File: config.mk
export PLATFORM = sky130hd
export DESIGN_NAME = mem_access_unit_flat
export DESIGN_NICKNAME = d
export VERILOG_FILES = /design/src/rtl/mem_access_unit_if.sv /design/src/rtl/mem_access_unit.sv /design/src/flat_wrapper.sv
export SDC_FILE = /design/constraint.sdc
export NUM_CORES = 1
export LEC_CHECK = 0
export ABC_AREA = 0
export CORE_AREA = 2 2 143 117
export DETAILED_ROUTE_END_ITERATION = 12
export DIE_AREA = 0 0 145 119
export PLACE_DENSITY = 0.68
export SETUP_SLACK_MARGIN = 0.15
export SLEW_MARGIN = 25
export SYNTH_ARGS = -nofsm -noshare
export SYNTH_HDL_FRONTEND = slang
export SYNTH_SLANG_ARGS = --single-unit
File: constraint.sdc
create_clock -name clk -period 3.6 [get_ports clk]
set_clock_uncertainty 0.05 [all_clocks]
set_input_delay 0.72 -clock clk [delete_from_list [all_inputs] [get_ports clk]]
set_output_delay 0.72 -clock clk [all_outputs]
set_load 0.03 [all_outputs]
File: src/rtl/mem_access_unit_if.sv
// Bus-side signals of the memory access unit: one req/ack transfer per access.
interface mem_access_unit_if;
    logic        bus_req;
    logic        bus_we;
    logic [31:0] bus_addr;
    logic [31:0] bus_wdata;
    logic [3:0]  bus_be;
    logic        bus_ack;
    logic [31:0] bus_rdata;

    modport master (
        output bus_req, bus_we, bus_addr, bus_wdata, bus_be,
        input  bus_ack, bus_rdata
    );

    modport slave (
        input  bus_req, bus_we, bus_addr, bus_wdata, bus_be,
        output bus_ack, bus_rdata
    );
endinterface

File: src/rtl/mem_access_unit.sv
// Memory stage: decodes loads/stores, runs one bus transfer per legal access
// with a timeout, and returns a single-cycle writeback response. Non-memory
// instructions pass ALU_Out through with one cycle of latency.
module mem_access_unit #(
    parameter int TIMEOUT = 16
) (
    input  logic        clk,
    input  logic        n_rst,
    input  logic        in_valid,
    input  logic        MemRead,
    input  logic        MemWr,
    input  logic [2:0]  funct3,
    input  logic [31:0] ALU_Out,
    input  logic [31:0] rd2,
    output logic        stall,
    output logic        out_valid,
    output logic [31:0] read_data,
    output logic        mem_err,
    mem_access_unit_if.master bus
);
    localparam int CW = $clog2(TIMEOUT + 1);

    typedef enum logic {ST_IDLE, ST_WAIT} state_t;

    state_t        state, state_d;
    logic [CW-1:0] wait_cnt;
    logic [2:0]    acc_f3;
    logic [1:0]    acc_lo;

    logic          mem_op, fmt_ok, misaligned, access_ok;
    logic          start, ack_hit, timeout_hit;
    logic [3:0]    lane_mask;
    logic [31:0]   store_data;
    logic [31:0]   lane_word;
    logic [31:0]   load_value;
    logic          resp_valid_d, resp_err_d;
    logic [31:0]   resp_data_d;

    // Decode the presented instruction: legality, base lane mask, store data.
    always_comb begin
        // NOTE: every comb output gets a default first so no path can infer a latch.
        fmt_ok     = 1'b0;
        misaligned = 1'b0;
        lane_mask  = 4'b0000;
        store_data = '0;
        mem_op     = MemRead | MemWr;
        case (funct3)
            3'b000: begin fmt_ok = 1'b1;    lane_mask = 4'b0001; store_data = {4{rd2[7:0]}};  end
            3'b001: begin fmt_ok = 1'b1;    lane_mask = 4'b0011; store_data = {2{rd2[15:0]}};
                          misaligned = ALU_Out[0]; end
            3'b010: begin fmt_ok = 1'b1;    lane_mask = 4'b1111; store_data = rd2;
                          misaligned = |ALU_Out[1:0]; end
            3'b100: begin fmt_ok = MemRead; lane_mask = 4'b0001; end
            3'b101: begin fmt_ok = MemRead; lane_mask = 4'b0011; misaligned = ALU_Out[0]; end
            default: fmt_ok = 1'b0;
        endcase
        access_ok   = mem_op & ~(MemRead & MemWr) & fmt_ok & ~misaligned;
        start       = (state == ST_IDLE) & in_valid & access_ok;
        ack_hit     = (state == ST_WAIT) & bus.bus_ack;
        // Ack takes priority in the final wait cycle, so a late ack still succeeds.
        timeout_hit = (state == ST_WAIT) & ~bus.bus_ack & (wait_cnt == CW'(TIMEOUT - 1));
    end

    // Pick the addressed byte/half out of the returned word and extend it.
    always_comb begin
        lane_word  = bus.bus_rdata >> {acc_lo, 3'b000};
        load_value = bus.bus_rdata;
        case (acc_f3)
            3'b000: load_value = {{24{lane_word[7]}},  lane_word[7:0]};
            3'b001: load_value = {{16{lane_word[15]}}, lane_word[15:0]};
            3'b100: load_value = {24'h0, lane_word[7:0]};
            3'b101: load_value = {16'h0, lane_word[15:0]};
            default: load_value = bus.bus_rdata;
        endcase
    end

    // State register.
    always_ff @(posedge clk or posedge n_rst) begin
        // NOTE: sequential state uses non-blocking assignments so every register samples pre-edge values.
        if (n_rst) state <= ST_IDLE;
        else       state <= state_d;
    end

    // Next-state logic: leave IDLE only for a legal access, leave WAIT on ack or timeout.
    always_comb begin
        state_d = state;
        case (state)
            ST_IDLE: if (start)                 state_d = ST_WAIT;
            ST_WAIT: if (ack_hit || timeout_hit) state_d = ST_IDLE;
            default:                            state_d = ST_IDLE;
        endcase
    end

    // Output logic: stall, and the writeback response to register for next cycle.
    always_comb begin
        stall        = (state == ST_WAIT);
        resp_valid_d = 1'b0;
        resp_err_d   = 1'b0;
        resp_data_d  = '0;
        case (state)
            ST_IDLE: begin
                if (in_valid && !mem_op) begin
                    resp_valid_d = 1'b1;
                    resp_data_d  = ALU_Out;
                end else if (in_valid && !access_ok) begin
                    resp_valid_d = 1'b1;
                    resp_err_d   = 1'b1;
                end
            end
            ST_WAIT: begin
                if (bus.bus_ack) begin
                    resp_valid_d = 1'b1;
                    resp_data_d  = bus.bus_we ? 32'h0 : load_value;
                end else if (timeout_hit) begin
                    resp_valid_d = 1'b1;
                    resp_err_d   = 1'b1;
                end
            end
            default: ;
        endcase
    end

    // Datapath registers: response, latched bus request and wait counter.
    always_ff @(posedge clk or posedge n_rst) begin
        if (n_rst) begin
            out_valid     <= 1'b0;
            mem_err       <= 1'b0;
            read_data     <= '0;
            bus.bus_req   <= 1'b0;
            bus.bus_we    <= 1'b0;
            bus.bus_addr  <= '0;
            bus.bus_wdata <= '0;
            bus.bus_be    <= '0;
            acc_f3        <= '0;
            acc_lo        <= '0;
            wait_cnt      <= '0;
        end else begin
            out_valid <= resp_valid_d;
            mem_err   <= resp_err_d;
            read_data <= resp_data_d;
            if (start) begin
                bus.bus_req   <= 1'b1;
                bus.bus_we    <= MemWr;
                bus.bus_addr  <= {ALU_Out[31:2], 2'b00};
                bus.bus_wdata <= MemWr ? store_data : 32'h0;
                bus.bus_be    <= lane_mask << ALU_Out[1:0];
                acc_f3        <= funct3;
                acc_lo        <= ALU_Out[1:0];
                wait_cnt      <= '0;
            end else if (ack_hit || timeout_hit) begin
                bus.bus_req   <= 1'b0;
                bus.bus_we    <= 1'b0;
                bus.bus_addr  <= '0;
                bus.bus_wdata <= '0;
                bus.bus_be    <= '0;
            end else if (state == ST_WAIT) begin
                wait_cnt <= wait_cnt + 1'b1;
            end
        end
    end
endmodule

File: src/flat_wrapper.sv
// flat-port wrapper written by rule: the top's interface ports become plain ports
module mem_access_unit_flat 
#(
    parameter int TIMEOUT = 16
)
  (clk, n_rst, in_valid, MemRead, MemWr, funct3, ALU_Out, rd2, stall, out_valid, read_data, mem_err, bus_bus_req, bus_bus_we, bus_bus_addr, bus_bus_wdata, bus_bus_be, bus_bus_ack, bus_bus_rdata);
  mem_access_unit_if bus_i ();
  input  logic clk;
  input  logic n_rst;
  input  logic in_valid;
  input  logic MemRead;
  input  logic MemWr;
  input  logic [2:0] funct3;
  input  logic [31:0] ALU_Out;
  input  logic [31:0] rd2;
  output logic stall;
  output logic out_valid;
  output logic [31:0] read_data;
  output logic mem_err;
  output wire logic [$bits(bus_i.bus_req)-1:0] bus_bus_req;
  output wire logic [$bits(bus_i.bus_we)-1:0] bus_bus_we;
  output wire logic [$bits(bus_i.bus_addr)-1:0] bus_bus_addr;
  output wire logic [$bits(bus_i.bus_wdata)-1:0] bus_bus_wdata;
  output wire logic [$bits(bus_i.bus_be)-1:0] bus_bus_be;
  input wire logic [$bits(bus_i.bus_ack)-1:0] bus_bus_ack;
  input wire logic [$bits(bus_i.bus_rdata)-1:0] bus_bus_rdata;
  assign bus_bus_req = bus_i.bus_req;
  assign bus_bus_we = bus_i.bus_we;
  assign bus_bus_addr = bus_i.bus_addr;
  assign bus_bus_wdata = bus_i.bus_wdata;
  assign bus_bus_be = bus_i.bus_be;
  assign bus_i.bus_ack = bus_bus_ack;
  assign bus_i.bus_rdata = bus_bus_rdata;
  mem_access_unit #(.TIMEOUT(TIMEOUT)) u_core (.clk(clk), .n_rst(n_rst), .in_valid(in_valid), .MemRead(MemRead), .MemWr(MemWr), .funct3(funct3), .ALU_Out(ALU_Out), .rd2(rd2), .stall(stall), .out_valid(out_valid), .read_data(read_data), .mem_err(mem_err), .bus(bus_i));
endmodule
==> flow_results.xml <==
<?xml version="1.0" encoding="UTF-8"?>
<metrics>
  <group name="sta">
    <metric name="worst_hold_slack" unit="ns">0.441</metric>
    <metric name="final_tns_setup" unit="ns">0</metric>
    <metric name="max-slew-margin-rel" unit="">0.506</metric>
    <metric name="layout_worst_path_cycle_share" unit="">0.730</metric>
    <metric name="period_minus_slack" unit="ns">2.63</metric>
    <metric name="timing.final.setup_violations" unit="">0</metric>
    <metric name="maxClockFrequency" unit="MHz">381</metric>
    <metric name="timing.final.hold_violations" unit="">0</metric>
    <metric name="unrepaired_setup_endpoints_after_global_routing" unit="">no</metric>
    <metric name="timing_max_transition_violations_final" unit="">0</metric>
    <metric name="worst-slew-pin-transition" unit="ns">0.738</metric>
  </group>
  <group name="layout">
    <metric name="fill_cells" unit="">1411</metric>
    <metric name="stdcell_count" unit="">965</metric>
    <metric name="drive_gt1_frac" unit="">0.0780</metric>
    <metric name="area.growth.synth_to_final" unit="%">52.3</metric>
    <metric name="post_route_standard_cell_area_excluding_fillers" unit="sq um">8350</metric>
    <metric name="finalNetCount" unit="">840</metric>
  </group>
  <group name="power_and_ir_drop">
    <metric name="p_leak" unit="nW">3.67</metric>
    <metric name="power.total" unit="mW">4.70</metric>
    <metric name="pwr_density_cell" unit="nW/um^2">563</metric>
    <metric name="worst_ir_drop_vdd" unit="mV">0.322</metric>
  </group>
  <group name="synth">
    <metric name="ys_seq_area_frac" unit="">0.515</metric>
    <metric name="postSynthAreaPerCell" unit="sq um">10.2</metric>
    <metric name="yosysWarnings" unit="">0</metric>
    <metric name="synth_top_area_share" unit="">0.515</metric>
    <metric name="synth_cell_type_count" unit="">55</metric>
    <metric name="synthesis.area" unit="sq um">5490</metric>
    <metric name="synth_flop_cell" unit="">dfrtp_1</metric>
    <metric name="flop_and_latch_count_out_of_synthesis" unit="">113</metric>
    <metric name="cells_after_synth" unit="">539</metric>
    <metric name="netlist.top_cell.by_area" unit="">dfrtp_1</metric>
    <metric name="synth_enable_flop_cells" unit="">0</metric>
    <metric name="asyncSetResetFlopFracSynth" unit="">1.00</metric>
    <metric name="synth_top_cells_by_area" unit="">dfrtp_1 (52%), mux2i_1 (5.7%), nand2_1 (5.4%)</metric>
  </group>
  <group name="global_route">
    <metric name="grt-ovfl-total" unit="">0</metric>
    <metric name="grt_first_pass_wirelength" unit="um">29900</metric>
    <metric name="grt.total_usage" unit="">0.223</metric>
    <metric name="grt_max_degree" unit="">48</metric>
    <metric name="antenna_found_initial" unit="">0</metric>
    <metric name="number_of_global_route_vias_before_repair" unit="">5346</metric>
  </group>
  <group name="floorplan">
    <metric name="fp.dieH" unit="um">119</metric>
    <metric name="floorplan.io_pins" unit="">210</metric>
    <metric name="design.core.area" unit="sq um">16000</metric>
    <metric name="rows" unit="">42</metric>
    <metric name="start_util" unit="">0.342</metric>
    <metric name="die-area" unit="sq um">17300</metric>
    <metric name="die-width" unit="um">145</metric>
  </group>
  <group name="worst_setup_path">
    <metric name="endpoint_kind" unit="">flop</metric>
    <metric name="critical_path_arrival" unit="ns">2.86</metric>
    <metric name="worst-path-max-fanout" unit="">18</metric>
    <metric name="setup.worst_path.start_class" unit="">primary input</metric>
    <metric name="critPathRequiredTime" unit="ns">3.83</metric>
    <metric name="criticalPathCategory" unit="">in -&gt; reg</metric>
  </group>
  <group name="placement">
    <metric name="place_congestion" unit="">0.918</metric>
    <metric name="total_placed_instance_area" unit="sq um">7790</metric>
    <metric name="portBuffers" unit="">207</metric>
    <metric name="placedCellCount" unit="">933</metric>
    <metric name="place.detailed.hpwl" unit="um">14100</metric>
  </group>
  <group name="clock_tree">
    <metric name="cts.sinks" unit="">113</metric>
    <metric name="post_cts_setup_driven_buffer_insertion_count" unit="">0</metric>
    <metric name="post_cts_resize_count" unit="">0</metric>
    <metric name="cts.htree.levels" unit="">4</metric>
    <metric name="clock_insertion_delay_worst_skew" unit="ns">0.40</metric>
    <metric name="cts-buffers-inserted" unit="">17</metric>
    <metric name="root_buffer" unit="">clkbuf_16</metric>
    <metric name="clock_tree.buffer_depth" unit="">2</metric>
    <metric name="clk_pin_slew_worst_paths" unit="ns">0.05</metric>
    <metric name="cts_tree" unit="">yes</metric>
    <metric name="hold_buffers" unit="">0</metric>
  </group>
  <group name="routing">
    <metric name="wl_per_cell" unit="um">19.8</metric>
    <metric name="route.detailed.vias_per_inst" unit="">5.38</metric>
    <metric name="routed_wirelength" unit="um">19100</metric>
    <metric name="drt_drc_violations_left" unit="">0</metric>
    <metric name="drt-pass1-iter-count" unit="">5</metric>
    <metric name="detailroute.via_count" unit="">5192</metric>
    <metric name="post_route_ant_nets" unit="">0</metric>
    <metric name="first_iter_violations" unit="">392</metric>
  </group>
  <group name="min_path">
    <metric name="worst_hold_path_type" unit="">reg -&gt; reg</metric>
  </group>
  <group name="run">
    <metric name="drv_cap" unit="">0</metric>
  </group>
  <group name="outcome">
    <metric name="status" unit="">complete, no violations</metric>
  </group>
</metrics>
logic make-up after synthesis:
kind of cell | synth area share
compound gates | 0.203
xor+xnor | 0.00639
fa+ha+maj | 0.00684
buf+inv | 0.0477
flops | 0.515
mux | 0.0709
other cells | 0.000683
simple gates | 0.149
metal layers:
metal	GRT usage	up-vias	wire, um
met3	0.0782	36	2010
met1	0.296	2469	8250
li1	-	2350	-
met2	0.335	337	8300
met5	0	-	0
met4	0.0842	0	500
power by group:
| part | switching (mW) | leakage, nW | internal [mW] |
|---|---|---|---|
| registers | 0.175 | 1.51 | 1.47 |
| logic | 0.824 | 1.89 | 0.629 |
| clock network | 0.577 | 0.273 | 1.03 |
| total | 1.58 | 3.67 | 3.12 |
worst max-delay path: stages:
cell and delay [ns]:
clkdlybuf4s50_1 0.57, nor4bb_2 0.27, a211oi_4 0.35, and3_1 0.34
buf_4 0.27, mux2_1 0.34
worst paths after layout:
check                                          from                       end  slack, ns  depth (start not counted)
setup reg to reg                 u_core.wait_cnt[0]  u_core.bus.bus_wdata[25]       1.06                          8
hold reg to reg            u_core.bus.bus_wdata[24]  u_core.bus.bus_wdata[24]       0.44                          1
max in group asynchronous                     n_rst   u_core.bus.bus_addr[20]       2.16                          3
hold / removal             u_core.bus.bus_wdata[24]  u_core.bus.bus_wdata[24]       0.44                          1
setup / recovery                         ALU_Out[0]          u_core.acc_lo[0]       0.97                          6
min in group asynchronous                     n_rst  u_core.bus.bus_wdata[23]       0.69                          2
state kept, by name (all words and copies together), names as in the netlist:
| register | cells |
|---|---|
| u_core.bus.bus_addr | 30 |
| u_core.bus.bus_be | 4 |
| u_core.stall | 1 |
| u_core.acc_lo | 2 |
| u_core.bus.bus_req | 1 |
| u_core.bus.bus_wdata | 32 |
| u_core.read_data | 32 |
| u_core.out_valid | 1 |
| u_core.wait_cnt | 5 |
| u_core.acc_f3 | 3 |
| u_core.mem_err | 1 |
| u_core.bus.bus_we | 1 |
metrics by stage:
stage | worst slack (ns) | utilization
global placement | 0.650 | 0.486
CTS | 0.990 | 0.521
detailed placement | 0.556 | 0.486
floorplan | 1.23 | -
finish | 0.973 | 0.521
global route | 0.884 | 0.521
cell usage after synthesis (all sizes together) (2+ instances only):
cell / count
a32o: 2
nand2: 79
buf: 18
nor2b: 7
xor2: 2
clkbuf: 32
and3: 3
a21oi: 16
a22oi: 7
a211oi: 2
and2: 3
o22ai: 2
ha: 3
o211a: 7
nor2: 21
a221o: 16
nor3b: 2
a21o: 8
xnor2: 2
o2bb2ai: 8
inv: 9
mux2: 5
nor3: 3
nand4: 33
o21ai: 54
nand2b: 7
mux2i: 31
dfrtp: 113
a22o: 25
nand3: 2
cells in the final DEF, fill, tap and decap left out, types with 2 or more instances in the layout:
cell             Yosys  layout
o211a_1              7       7
mux2_1               3       3
nor3b_2              2       2
nand2b_1             7       7
nor2_1              21      21
a22o_1              25      25
ha_1                 3       3
clkinv_4             0       2
a22oi_1              7       7
inv_1                9       8
mux2_2               2       2
and2_1               3       2
clkinvlp_4           0       3
buf_4                3      14
clkbuf_16            0      17
conb_1               1       2
buf_12               0       2
nand4_1             33      33
o21ai_0             53      53
mux2i_1             31      31
clkbuf_1            30       3
xor2_1               2       2
a32o_1               2       2
o2bb2ai_1            8       8
clkinv_2             0       4
a21oi_1             16      16
nor3_1               3       3
a221o_1             16      16
nand2_1             79      79
bufinv_16            0       2
nor2b_1              7       7
xnor2_1              2       2
and3_1               3       3
a21o_1               8       8
clkdlybuf4s50_1      0     207
dfrtp_1            113     113
cell type report:
type | count | area, sq um | area share
well taps | 220 | 275 | 0.0329
diodes | 1 | 2.50 | 0.000300
repair buffers | 223 | 2220 | 0.265
inverters | 10 | 41.3 | 0.00494
multi-input cells | 367 | 2430 | 0.291
clock inverters | 10 | 113 | 0.0135
clock buffers | 21 | 450 | 0.0539
flip-flops and latches | 113 | 2830 | 0.338
No activity file was read; power rests on OpenSTA's default activity.
